==> config.mk <==
export PLATFORM = sky130hd
export DESIGN_NAME = multi_cycle_ctrl
export DESIGN_NICKNAME = d
export VERILOG_FILES = /design/src/rtl/multi_cycle_ctrl.sv
export SDC_FILE = /design/constraint.sdc
export NUM_CORES = 1
export LEC_CHECK = 0
export ABC_AREA = 1
export CORE_ASPECT_RATIO = 0.8
export CORE_MARGIN = 10
export CORE_UTILIZATION = 45
export DETAILED_ROUTE_END_ITERATION = 10
export PLACE_DENSITY = 0.74
export SYNTH_ARGS = -nofsm -noshare
export SYNTH_HDL_FRONTEND = slang
export SYNTH_SLANG_ARGS = --single-unit
==> constraint.sdc <==
create_clock -name i_clk -period 1.8 [get_ports i_clk]
set_input_delay 0.36 -clock i_clk [delete_from_list [all_inputs] [get_ports i_clk]]
set_output_delay 0.36 -clock i_clk [all_outputs]
set_load 0.005 [all_outputs]
==> src/rtl/multi_cycle_ctrl.sv <==
// ---------------------------------------------------------------------------
// multi_cycle_ctrl
//   Main control FSM of the multicycle CPU. Sequences fetch, decode, execute,
//   memory and write-back for each instruction, decodes the opcode held in IR,
//   stretches memory states on the mem_ready handshake and counts retired
//   instructions.
//
//   Build option: define CTRL_ADDI_EN to decode addi (opcode 001000) through
//   the IEX/IWB states. Without it those states are not built and addi is
//   handled as an undecodable opcode.
//
// Ports
//   i_clk          system clock, rising edge
//   i_rst_n        asynchronous active-low reset
//   i_Op           IR[31:26], valid from ID onward
//   i_mem_ready    memory access completes this cycle
//   o_PCWrite      unconditional PC write enable
//   o_PCWriteCond  conditional (branch) PC write enable
//   o_PCSource     00 ALU result, 01 ALUOut, 10 jump address
//   o_BEQorBNE     1 = beq, 0 = bne
//   o_IorD         memory address select (0 PC, 1 ALUOut)
//   o_MemRead      memory read strobe
//   o_MemWrite     memory write strobe
//   o_IRWrite      instruction register load
//   o_MemtoReg     register write data from memory
//   o_RegDst       destination register = rd
//   o_RegWrite     register file write enable
//   o_ALUSrcA      ALU A = register A (else PC)
//   o_ALUSrcB      00 reg B, 01 const 4, 10 imm, 11 imm<<2
//   o_ALUOp        00 add, 01 sub, 10 funct-decoded
//   o_illegal      one-cycle pulse in ID for an undecodable opcode
//   o_retired      instructions completed since reset, wraps
// ---------------------------------------------------------------------------
module multi_cycle_ctrl #(
  parameter int CNT_W = 32
) (
  input  logic             i_clk,
  input  logic             i_rst_n,
  input  logic [5:0]       i_Op,
  input  logic             i_mem_ready,
  output logic             o_PCWrite,
  output logic             o_PCWriteCond,
  output logic [1:0]       o_PCSource,
  output logic             o_BEQorBNE,
  output logic             o_IorD,
  output logic             o_MemRead,
  output logic             o_MemWrite,
  output logic             o_IRWrite,
  output logic             o_MemtoReg,
  output logic             o_RegDst,
  output logic             o_RegWrite,
  output logic             o_ALUSrcA,
  output logic [1:0]       o_ALUSrcB,
  output logic [1:0]       o_ALUOp,
  output logic             o_illegal,
  output logic [CNT_W-1:0] o_retired
);

  localparam logic [5:0] OP_RTYPE = 6'b000000;
  localparam logic [5:0] OP_J     = 6'b000010;
  localparam logic [5:0] OP_BEQ   = 6'b000100;
  localparam logic [5:0] OP_BNE   = 6'b000101;
  localparam logic [5:0] OP_ADDI  = 6'b001000;
  localparam logic [5:0] OP_LW    = 6'b100011;
  localparam logic [5:0] OP_SW    = 6'b101011;

  typedef enum logic [3:0] {
    S_RST,
    S_IF,
    S_ID,
    S_MADDR,
    S_MRD,
    S_MWB,
    S_MWR,
    S_REX,
    S_RWB,
    S_BR,
    S_JMP
`ifdef CTRL_ADDI_EN
    ,
    S_IEX,
    S_IWB
`endif
  } state_t;

  state_t           r_state;
  state_t           w_next;
  logic             w_retire;
  logic [CNT_W-1:0] r_retired;

  // Next-state and retirement decode. Every instruction-final state returns
  // to IF, and that transition is what counts as a retirement; the illegal
  // path (ID -> IF) deliberately does not retire.
  always_comb begin
    w_next   = r_state;
    w_retire = 1'b0;
    case (r_state)
      S_RST:   w_next = S_IF;
      S_IF:    if (i_mem_ready) w_next = S_ID;
      S_ID: begin
        case (i_Op)
          OP_LW, OP_SW:   w_next = S_MADDR;
          OP_RTYPE:       w_next = S_REX;
          OP_BEQ, OP_BNE: w_next = S_BR;
          OP_J:           w_next = S_JMP;
`ifdef CTRL_ADDI_EN
          OP_ADDI:        w_next = S_IEX;
`endif
          default:        w_next = S_IF;
        endcase
      end
      S_MADDR: w_next = (i_Op == OP_SW) ? S_MWR : S_MRD;
      S_MRD:   if (i_mem_ready) w_next = S_MWB;
      S_MWR: begin
        if (i_mem_ready) begin
          w_next   = S_IF;
          w_retire = 1'b1;
        end
      end
      S_REX:   w_next = S_RWB;
`ifdef CTRL_ADDI_EN
      S_IEX:   w_next = S_IWB;
      S_IWB: begin
        w_next   = S_IF;
        w_retire = 1'b1;
      end
`endif
      S_MWB, S_RWB, S_BR, S_JMP: begin
        w_next   = S_IF;
        w_retire = 1'b1;
      end
      default: w_next = S_RST;
    endcase
  end

  always_ff @(posedge i_clk or negedge i_rst_n) begin
    if (!i_rst_n) begin
      r_state   <= S_RST;
      r_retired <= '0;
    end else begin
      r_state <= w_next;
      if (w_retire) r_retired <= r_retired + {{(CNT_W-1){1'b0}}, 1'b1};
    end
  end

  // Moore decode from the state register. Because the reset clears the state
  // asynchronously, every enable drops the moment rst_n falls. IF is the only
  // state whose enables also look at an input: PC and IR load only when the
  // fetch actually completes.
  always_comb begin
    o_PCWrite     = 1'b0;
    o_PCWriteCond = 1'b0;
    o_PCSource    = 2'b00;
    o_BEQorBNE    = 1'b0;
    o_IorD        = 1'b0;
    o_MemRead     = 1'b0;
    o_MemWrite    = 1'b0;
    o_IRWrite     = 1'b0;
    o_MemtoReg    = 1'b0;
    o_RegDst      = 1'b0;
    o_RegWrite    = 1'b0;
    o_ALUSrcA     = 1'b0;
    o_ALUSrcB     = 2'b00;
    o_ALUOp       = 2'b00;
    o_illegal     = 1'b0;
    case (r_state)
      S_IF: begin
        o_MemRead = 1'b1;
        o_ALUSrcB = 2'b01;
        o_PCWrite = i_mem_ready;
        o_IRWrite = i_mem_ready;
      end
      S_ID: begin
        // ALU precomputes the branch target into ALUOut while decoding.
        o_ALUSrcB = 2'b11;
        case (i_Op)
          OP_LW, OP_SW, OP_RTYPE, OP_BEQ, OP_BNE, OP_J: o_illegal = 1'b0;
`ifdef CTRL_ADDI_EN
          OP_ADDI:                                      o_illegal = 1'b0;
`endif
          default:                                      o_illegal = 1'b1;
        endcase
      end
      S_MADDR: begin
        o_ALUSrcA = 1'b1;
        o_ALUSrcB = 2'b10;
      end
      S_MRD: begin
        o_MemRead = 1'b1;
        o_IorD    = 1'b1;
      end
      S_MWB: begin
        o_RegWrite = 1'b1;
        o_MemtoReg = 1'b1;
      end
      S_MWR: begin
        o_MemWrite = 1'b1;
        o_IorD     = 1'b1;
      end
      S_REX: begin
        o_ALUSrcA = 1'b1;
        o_ALUOp   = 2'b10;
      end
      S_RWB: begin
        o_RegWrite = 1'b1;
        o_RegDst   = 1'b1;
      end
      S_BR: begin
        o_ALUSrcA     = 1'b1;
        o_ALUOp       = 2'b01;
        o_PCWriteCond = 1'b1;
        o_PCSource    = 2'b01;
        // Op[0] distinguishes bne (000101) from beq (000100).
        o_BEQorBNE    = ~i_Op[0];
      end
      S_JMP: begin
        o_PCWrite  = 1'b1;
        o_PCSource = 2'b10;
      end
`ifdef CTRL_ADDI_EN
      S_IEX: begin
        o_ALUSrcA = 1'b1;
        o_ALUSrcB = 2'b10;
      end
      S_IWB: begin
        o_RegWrite = 1'b1;
      end
`endif
      default: ;
    endcase
  end

  assign o_retired = r_retired;

endmodule

=== Word-level counts from Yosys, hierarchy flattened ===
Cells that the tools add are included.

* Bits in registers: 36
* Input port bits: 9
* Output and inout bits: 50

* $add $sub $neg: 1
* Equality and inequality tests: 18
* Muxes and demuxes: 24
* Bitwise logic cells: 1
* Reductions and logical operators: 12

{| class="wikitable"
|+ Operators with widths
! kind !! number
|-
| $add 32x1->32 const B || 1
|-
| $pmux 4 s7 || 1
|-
| $eq 4x3->1 const B || 4
|-
| $pmux 4 s4 || 1
|-
| $mux 1 || 13
|-
| $eq 4x4->1 const B || 3
|-
| $eq 6x3->1 const B || 2
|-
| $eq 6x6->1 const B || 2
|-
| $mux 4 || 3
|-
| $reduce_or 2->1 || 5
|-
| $eq 4x2->1 const B || 2
|-
| $pmux 2 s2 || 2
|-
| $eq 6x2->1 const B || 1
|-
| $logic_not 6->1 || 1
|-
| $ne 2x2->1 const B || 3
|-
| $pmux 2 s3 || 1
|-
| $reduce_or 6->1 || 1
|-
| $reduce_or 5->1 || 1
|-
| $eq 4x1->1 const B || 1
|-
| $logic_not 4->1 || 1
|-
| $pmux 1 s2 || 2
|-
| $reduce_or 4->1 || 1
|-
| $reduce_and 3->1 || 1
|-
| $reduce_or 3->1 || 1
|-
| other kinds (2) || 2
|}

=== Depth between registers and ports, before layout ===
Gate-level depths: netlist (run 1).

* Depth after elaboration: 4
* Gate-level depth with buffers: 11

=== Worst setup path before layout (run 1) ===
OpenSTA, ideal clock, no wires.

* Path kind: flip-flop to flip-flop
* Start point: register r_retired[1] (netlist: o_retired[1])
* End point: register r_retired[16] (netlist: o_retired[16])
* Library setup time: 120 ps
* Data arrival time: 1303 ps
* Data required time: 1680 ps
* Slack: 376 ps
* Stages on the path, launching flop included: 9
* Path through: dfrtp_1 -> ha_1 -> nand2_1 -> nor2_2 -> nand2_1 -> nor2_1 -> nand2_1 -> o21ai_1 -> nand2_1

* Word-level cells in the longest chain between the ends: 1

{| class="wikitable"
|+ RTL lines
! what !! RTL line !! text
|-
| start, declared || 89 || <nowiki>logic [CNT_W-1:0] r_retired;</nowiki>
|-
| start signal, assigned || 142 || <nowiki>if (w_retire) r_retired <= r_retired + {{(CNT_W-1){1'b0}}, 1'b1};</nowiki>
|-
| $add 32x1->32 || 142 ||
|}

Every way passes these cells.
A chain may end at the register's enable or synchronous reset.

=== Worst setup path in the final report (run 1) ===
* Start point: register r_state[0]
* End point: output o_IRWrite

* Word-level cells in the longest chain between the ends: 2

{| class="wikitable"
|+ RTL lines
! what !! RTL line !! text
|-
| start, declared || 86 || <nowiki>state_t r_state;</nowiki>
|-
| start signal, assigned || 141 || <nowiki>r_state <= w_next;</nowiki>
|-
| $eq 4x1->1 || 166 || <nowiki>case (r_state)</nowiki>
|-
| $mux 1 || 166 ||
|-
| end, declared || 48 || <nowiki>output logic o_IRWrite,</nowiki>
|}

Every way passes these cells.

==> metrics.csv, run 1 <==
stage;metric;value;unit
run_status;status;finished with violations;
run_status;violations_in_the_final_reports;negative setup slack;
sta;holdWs;0.00895;ns
global_routing;antenna_found_initial;0;
finish;area_growth;43.9;%
route;detailroute.via_count;2743;
setup_path;critical-path-max-stage-delay;0.46;ns
route;drt.antenna.violating_nets;0;
yosys;synth.most_common_cell;nand2_1;
floorplan;design.portCount;59;
setup_path;critPathLaunchType;flip-flop;
setup_path;required;1.44;ns
power;peak_supply_drop;0.887;mV
yosys;synthesized_area_per_cell;6.30;um2
setup_path;critical_path.top_delay_family;flip-flops;
setup_path;cpMaxStageDelayCell;dfrtp_2;
setup_path;critical_path.reg2reg.startpoint;r_state[3]$_DFFE_PN0P_;
power;internal_power_component;0.00195;W
sta;slew-limit-headroom;77.4;%
clock_network;clock_sinks;36;
yosys;netlist-cell-type-count;24;
placed_design;buffer_ports.inserted;58;
setup_path;crit_path_arrival_time;1.46;ns
min_path;timing.hold.worst.class;primary input to asynchronous set/reset pin;
yosys;netlist_instances;390;
placed_design;place_congestion;0.927;
setup_path;timing.critical_path.from;r_state[0]$_DFFE_PN0P_;
placed_design;dpl.cell_count;528;
power;powerDensity;906;mW/mm2
route;drc;0;
sta;setup_slack;-0.0237;ns
global_routing;grt_max_degree;37;
route;highest_signal_layer;met4;
clock_network;cts_tree;built;
sta;report.final.hold_viol_count;0;
route;detail_route.wirelength.met1;3620;um
clock_network;cts.clk_slew.worst_paths;0.07;ns
sta;setup_viol_count_final;2;
yosys;synth_top_cell_by_area;dfrtp_1;
yosys;synth_top_area_share;36.6;%
sta;rsz0062_at_grt;yes;
yosys;synth_area_leaders;dfrtp_1 37%, nand2_1 25%, nor2_1 11%;
power;swShare;39.3;%
route;route.final.wire_length;7710;um
finish;diodes;0;
global_routing;first_pass_grt_wire_length;12200;um
clock_network;htree_num_levels;2;
sta;fin_skew;0.00598;ns
global_routing;grt_overflow;0;
power;clockPowerShare;19.0;%
sta;fin_crit_sh;101;%
power;combinationalPowerShare;47.6;%
placed_design;estimated_wirelength_of_the_detail_placed_design;5740;um
route;detail_route.wl_per_cell;14.1;um
floorplan;dieWidth;103;um
yosys;ys.warnings.count;0;
finish;layout.nets;495;
yosys;ys_ff_latch;36;
setup_path;timing.critical_path.fanout_max;5;
route;tritonroute_pass_1_iters;5;
yosys;postSynthNetCount;400;
setup_path;end_kind;output port;
clock_network;clk-insertion-delay-late;0.29;ns
sta;timing_max_transition_violations_final;0;
clock_network;cts_stage_hold_buffer_count;0;
yosys;synth_ff_type;dfrtp_1;
global_routing;grt_pass1_vias;2547;
setup_path;cp_common_cell;nor2_1;
setup_path;worstSetupPathType;flip-flop to output port;
clock_network;cts.root.buffer_cell;clkbuf_8;
finish;layout-drive-gt1-share;17.3;%
route;vias_per_cell;5.01;
yosys;synth.top_cells.by_count;161 x nand2_1, 75 x nor2_1, 37 x inv_1;
floorplan;die_h;86.1;um
floorplan;start_util;47.7;%
setup_path;worstPathBufferInverterCount;2;
yosys;synth.cell_area;0.00246;mm2
floorplan;fp.dieArea;0.00884;mm2
yosys;share_of_async_settable_or_async_resettable_flops_after_synthesis;100;%
route;detailedRoute.firstIterationViolations;218;
route;dr_wl_met3;497;um
sta;transition_time_at_the_pin_with_the_least_slew_margin;0.338;ns
clock_network;num_cts_buffers;5;
sta;maximum_operating_frequency;0.548;GHz
flow_run;cap_viol_max_count;0;
finish;stdcell_count;548;
setup_path;worst_path_cell_trace;inv_2, nor2_1, nand2_2, nor2_1, dlygate4sd2_1;
yosys;synth-edff-count;0;
power;power_leakage;1.68;nW
finish;fillCellCount;425;
yosys;seq_area_frac_synth;36.6;%
floorplan;row_count;23;
power;seq_power_share;33.4;%
global_routing;grt_use_total;17.2;%
clock_network;cts-root-to-sink-buffers;2;
sta;minimum_clock_period_after_layout;1.82;ns
floorplan;design.core.area;0.00515;mm2
route;route.met2.wl;3530;um
power;switchingPower;0.00126;W
==> cells in the final DEF, fill, tap and decap left out, types with 2 or more instances in the layout <==
cell type        Yosys  routed
buf_2                1       5
buf_4                3      32
buf_6                2       2
clkbuf_1             0       2
clkbuf_8             0       6
clkdlybuf4s15_1      0       7
clkdlybuf4s50_1      0      34
dfrtp_1             36      35
dlygate4sd2_1        0       6
dlymetal6s2s_1       0       6
inv_1               37      33
inv_2                3       7
nand2_1            161     154
nand2_2              2       6
nand2_4              1       4
nand3_1             21      20
nand3b_1             2       2
nand4_1              7       7
nor2_1              75      64
nor2_2               4      11
nor2_4               0       4
o21ai_0              9       8
o21ai_1              2       3
o22ai_1              2       2
xnor2_1              6       6
xor2_1              11      11
==> layout make-up <==
type	instances	area (um2)	share of cell area (%)
Sequential cell	36	902	25.5
Multi-Input combinational cell	309	1470	41.6
Tap cell	62	77.6	2.19
Clock buffer	8	90.1	2.55
Timing Repair Buffer	93	846	23.9
Inverter	40	150	4.24
==> state kept, by name, summed over array words and instances, names as in the netlist <==
register / cells
r_state: 4
o_retired: 32
==> path summary, 6_finish.rpt <==
kind,endpoint,slack [ns],cells after the start
min in group i_clk,o_retired[31]$_DFFE_PN0P_,0.50,2
max in group asynchronous,r_state[0]$_DFFE_PN0P_,1.58,2
setup reg to reg,o_retired[16]$_DFFE_PN0P_,0.10,11
hold / removal,o_retired[4]$_DFFE_PN0P_,0.009,2
hold reg to reg,o_retired[31]$_DFFE_PN0P_,0.50,2
setup / recovery,o_IRWrite,-0.02,5
==> metal layers <==
metal  track usage, %  up-vias
met5                0        -
met4             3.84        0
met3             3.85        7
met2             27.3       90
met1             23.2     1253
li1                 -     1393
==> power by group through the flow <==
stage | clock (W) | combinational, W | sequential [W]
finish | 0.000609 | 0.00153 | 0.00107
global route | 0.000654 | 0.00168 | 0.00109
CTS | 0.000610 | 0.00135 | 0.00105
detailed placement | 0 | 0.00135 | 0.00106
global placement | 0 | 0.00133 | 0.00106
floorplan | 0 | 0.000646 | 0.00105
==> logic make-up (layout without fill, tap and decap cells) <==
kind of cell	after synthesis	after routing	share of synthesized area (%)
adder cells (fa/ha/maj)	1	1	0.509
XOR/XNOR	17	17	6.06
AO/OA/AOI/OAI	15	15	3.31
buffers and inverters	46	141	8.14
AND/OR/NAND/NOR	275	276	45.3
flip-flops	36	36	36.6
==> worst register-to-register path, stage by stage, from the launching register on <==
cell and delay, ns:
dfrtp_1 0.42, buf_6 0.15, buf_4 0.13, nor2_2 0.12, nand2_1 0.09, nand2_2 0.11
inv_2 0.09, nand2_8 0.13, nand2_1 0.14, nor2_2 0.13, nand2_1 0.06, nand2_1 0.06
==> metrics by stage <==
stage / total power, W / setup slack (ns) / utilization [%] / area, um2 / TNS, ns
2_1_floorplan: 0.00170 / 0.376 / - / 2460 / 0
3_3_place_gp: 0.00239 / -0.293 / 63.2 / 3250 / -0.942
3_5_place_dp: 0.00241 / -0.341 / 63.2 / 3250 / -1.25
4_1_cts: 0.00302 / -0.243 / 65.5 / 3370 / -0.374
5_1_grt: 0.00342 / -0.110 / 68.7 / 3540 / -0.541
6_report: 0.00320 / -0.0237 / 68.7 / 3540 / -0.0464
==> timing repair <==
| item | CTS | global route |
|---|---|---|
| setup endpoints to repair | 19 | 20 |
| gates cloned | 0 | 1 |
| hold endpoints to repair | 0 | 0 |
| resized for setup | 35 | 44 |
| setup buffers | 4 | 7 |
| pin swaps | 1 | 11 |
No activity file was read; power rests on OpenSTA's default activity.
==> run 2: changes to the inputs <==
- CAP_MARGIN: default -> 40
==> results of run 2 <==
No change in the layout: final DEF, timing and power equal those of run 1.
==> run 3: changes to the inputs <==
- clock period: 1.8 -> 2.1 ns (I/O delays scaled with it)
==> run 3 against run 2 <==
Effect of this change: the flow now finishes without violations; highest routed layer unchanged; final cell count down 3.8%; hold slack gained 0.21 ns; core utilization fell by 3.7 points; global-route usage rose by 0.052 points; non-clock buffer count is 20 lower; count of clock-buffer cells in the layout unchanged; wire length is 2.6% lower; worst setup slack better by 0.082 ns; critical endpoint is now o_RegDst; sequential cell count did not move.
==> metrics.csv, run 3 (synthesis results as in run 1) <==
stage;metric;value;unit
sta;fin_crit_sh;97.2;%
power;peak_supply_drop;0.484;mV
clock_network;cts-root-to-sink-buffers;2;
placed_design;postPlaceCellArea;0.00314;mm2
finish;finish.utilization;65.0;%
finish;area_growth;36.1;%
setup_path;critical_path.reg2reg.startpoint;r_state[3]$_DFFE_PN0P_;
sta;maximum_operating_frequency;0.490;GHz
sta;transition_time_at_the_pin_with_the_least_slew_margin;0.810;ns
global_routing;antenna_found_initial;0;
floorplan;design.core.area;0.00515;mm2
floorplan;row_count;23;
sta;fin_skew;0.00702;ns
route;tritonroute_pass_1_iters;6;
setup_path;crit-reg2reg-capture;o_retired[23]$_DFFE_PN0P_;
route;drt.antenna.violating_nets;0;
finish;layout-drive-gt1-share;11.2;%
finish;layout.nets;474;
clock_network;cts.clk_slew.worst_paths;0.07;ns
floorplan;start_util;47.7;%
sta;report.final.hold_viol_count;0;
clock_network;cts_stage_hold_buffer_count;0;
finish;multi_input_comb_area;0.00142;mm2
route;detailroute.via_count;2674;
finish;fillCellCount;463;
clock_network;num_cts_buffers;5;
setup_path;worst_r2r_path_depth;11;
placed_design;place_congestion;0.915;
min_path;timing.hold.worst.class;primary input to asynchronous set/reset pin;
clock_network;cts.root.buffer_cell;clkbuf_8;
finish;layout.area.seq;903;um2
clock_network;clock_sinks;36;
setup_path;critPathLaunchType;flip-flop;
clock_network;htree_num_levels;2;
sta;holdWs;0.218;ns
setup_path;timing.critical_path.fanout_max;6;
global_routing;grt_use_total;17.3;%
finish;layout.cells.most_common_list;156 x nand2_1, 68 x nor2_1, 40 x clkdlybuf4s50_1, 35 x inv_1, 34 x dfrtp_1;
setup_path;rrSetupSlack;0.22;ns
global_routing;grt_overflow;0;
global_routing;grt_max_degree;37;
route;drc;0;
finish;diodes;0;
floorplan;die_h;86.1;um
power;power_leakage;1.64;nW
setup_path;end_kind;output port;
finish;number_of_flip_flops_under_the_largest_register_name;32;
clock_network;cts_tree;built;
finish;layout.cells.most_common;nand2_1;
route;vias_per_cell;5.07;
setup_path;timing.critical_path.from;r_state[0]$_DFFE_PN0P_;
power;powerDensity;764;mW/mm2
global_routing;grt_pass1_vias;2520;
sta;timing_max_transition_violations_final;0;
sta;minimum_clock_period_after_layout;2.04;ns
flow_run;cap_viol_max_count;0;
sta;slew-limit-headroom;46.0;%
setup_path;crit_path_arrival_time;1.62;ns
clock_network;clk-insertion-delay-late;0.29;ns
setup_path;worstSetupPathType;flip-flop to output port;
route;detail_route.wl_per_cell;14.3;um
setup_path;required;1.68;ns
sta;setup_viol_count_final;0;
route;detailedRoute.firstIterationViolations;262;
route;route.final.wire_length;7510;um
sta;final.setup.tns;0;ns
global_routing;first_pass_grt_wire_length;12300;um
floorplan;design.portCount;59;
placed_design;estimated_wirelength_of_the_detail_placed_design;5600;um
floorplan;fp.dieArea;0.00884;mm2
run_status;status;finished, final reports clean;
finish;fin_area;0.00335;mm2
placed_design;buffer_ports.inserted;58;
floorplan;dieWidth;103;um
-- run 3: worst max-delay path: stages (launching register included) --
cell	delay [ns]
dfrtp_2	0.48
inv_2	0.10
nand2_1	0.10
nor2_1	0.13
clkdlybuf4s50_1	0.52
-- run 3: stage by stage --
step           total power [W]  std cells  worst slack (ns)
6_report               0.00256        527            0.0587
5_1_grt                0.00274        527           -0.0303
4_1_cts                0.00250        525           -0.0741
3_5_place_dp           0.00194        514            -0.157
3_3_place_gp           0.00192        514            -0.112
2_1_floorplan          0.00145        390             0.676
-- run 3: per-layer routing --
layer | wire length (um) | GRT usage, % | vias to the layer above
met3 | 454 | 3.45 | 9
met5 | 0 | 0 | -
met2 | 3350 | 26.2 | 86
li1 | - | - | 1348
met1 | 3640 | 24.0 | 1231
met4 | 64 | 4.86 | 0
-- run 3: worst max-delay path by stage --
stage / end / slack [ns] / cells after the start
3_3_place_gp: o_illegal / -0.11 / 6
5_1_grt: o_RegDst / -0.03 / 4
3_5_place_dp: o_illegal / -0.16 / 6
4_1_cts: o_ALUSrcB[0] / -0.07 / 5
6_report: o_RegDst / 0.06 / 4
2_1_floorplan: o_retired[16]$_DFFE_PN0P_ / 0.68 / 8
-- run 3: cell type report --
cell class | instances | share of cell area (%)
Clock buffer | 8 | 2.69
Sequential cell | 36 | 27.0
Multi-Input combinational cell | 308 | 42.4
Inverter | 40 | 4.49
Tap cell | 62 | 2.32
Timing Repair Buffer | 73 | 21.2
-- run 3: what timing repair did --
item | CTS | global route
pin swaps | 1 | 0
setup buffers | 3 | 2
resized for setup | 20 | 23
setup endpoints to repair | 14 | 13
-- run 3: power breakdown --
part | internal [W] | switching, W | total, W
logic | 0.000492 | 0.000627 | 0.00112
clock network | 0.000268 | 0.000241 | 0.000508
registers | 0.000788 | 0.000141 | 0.000928
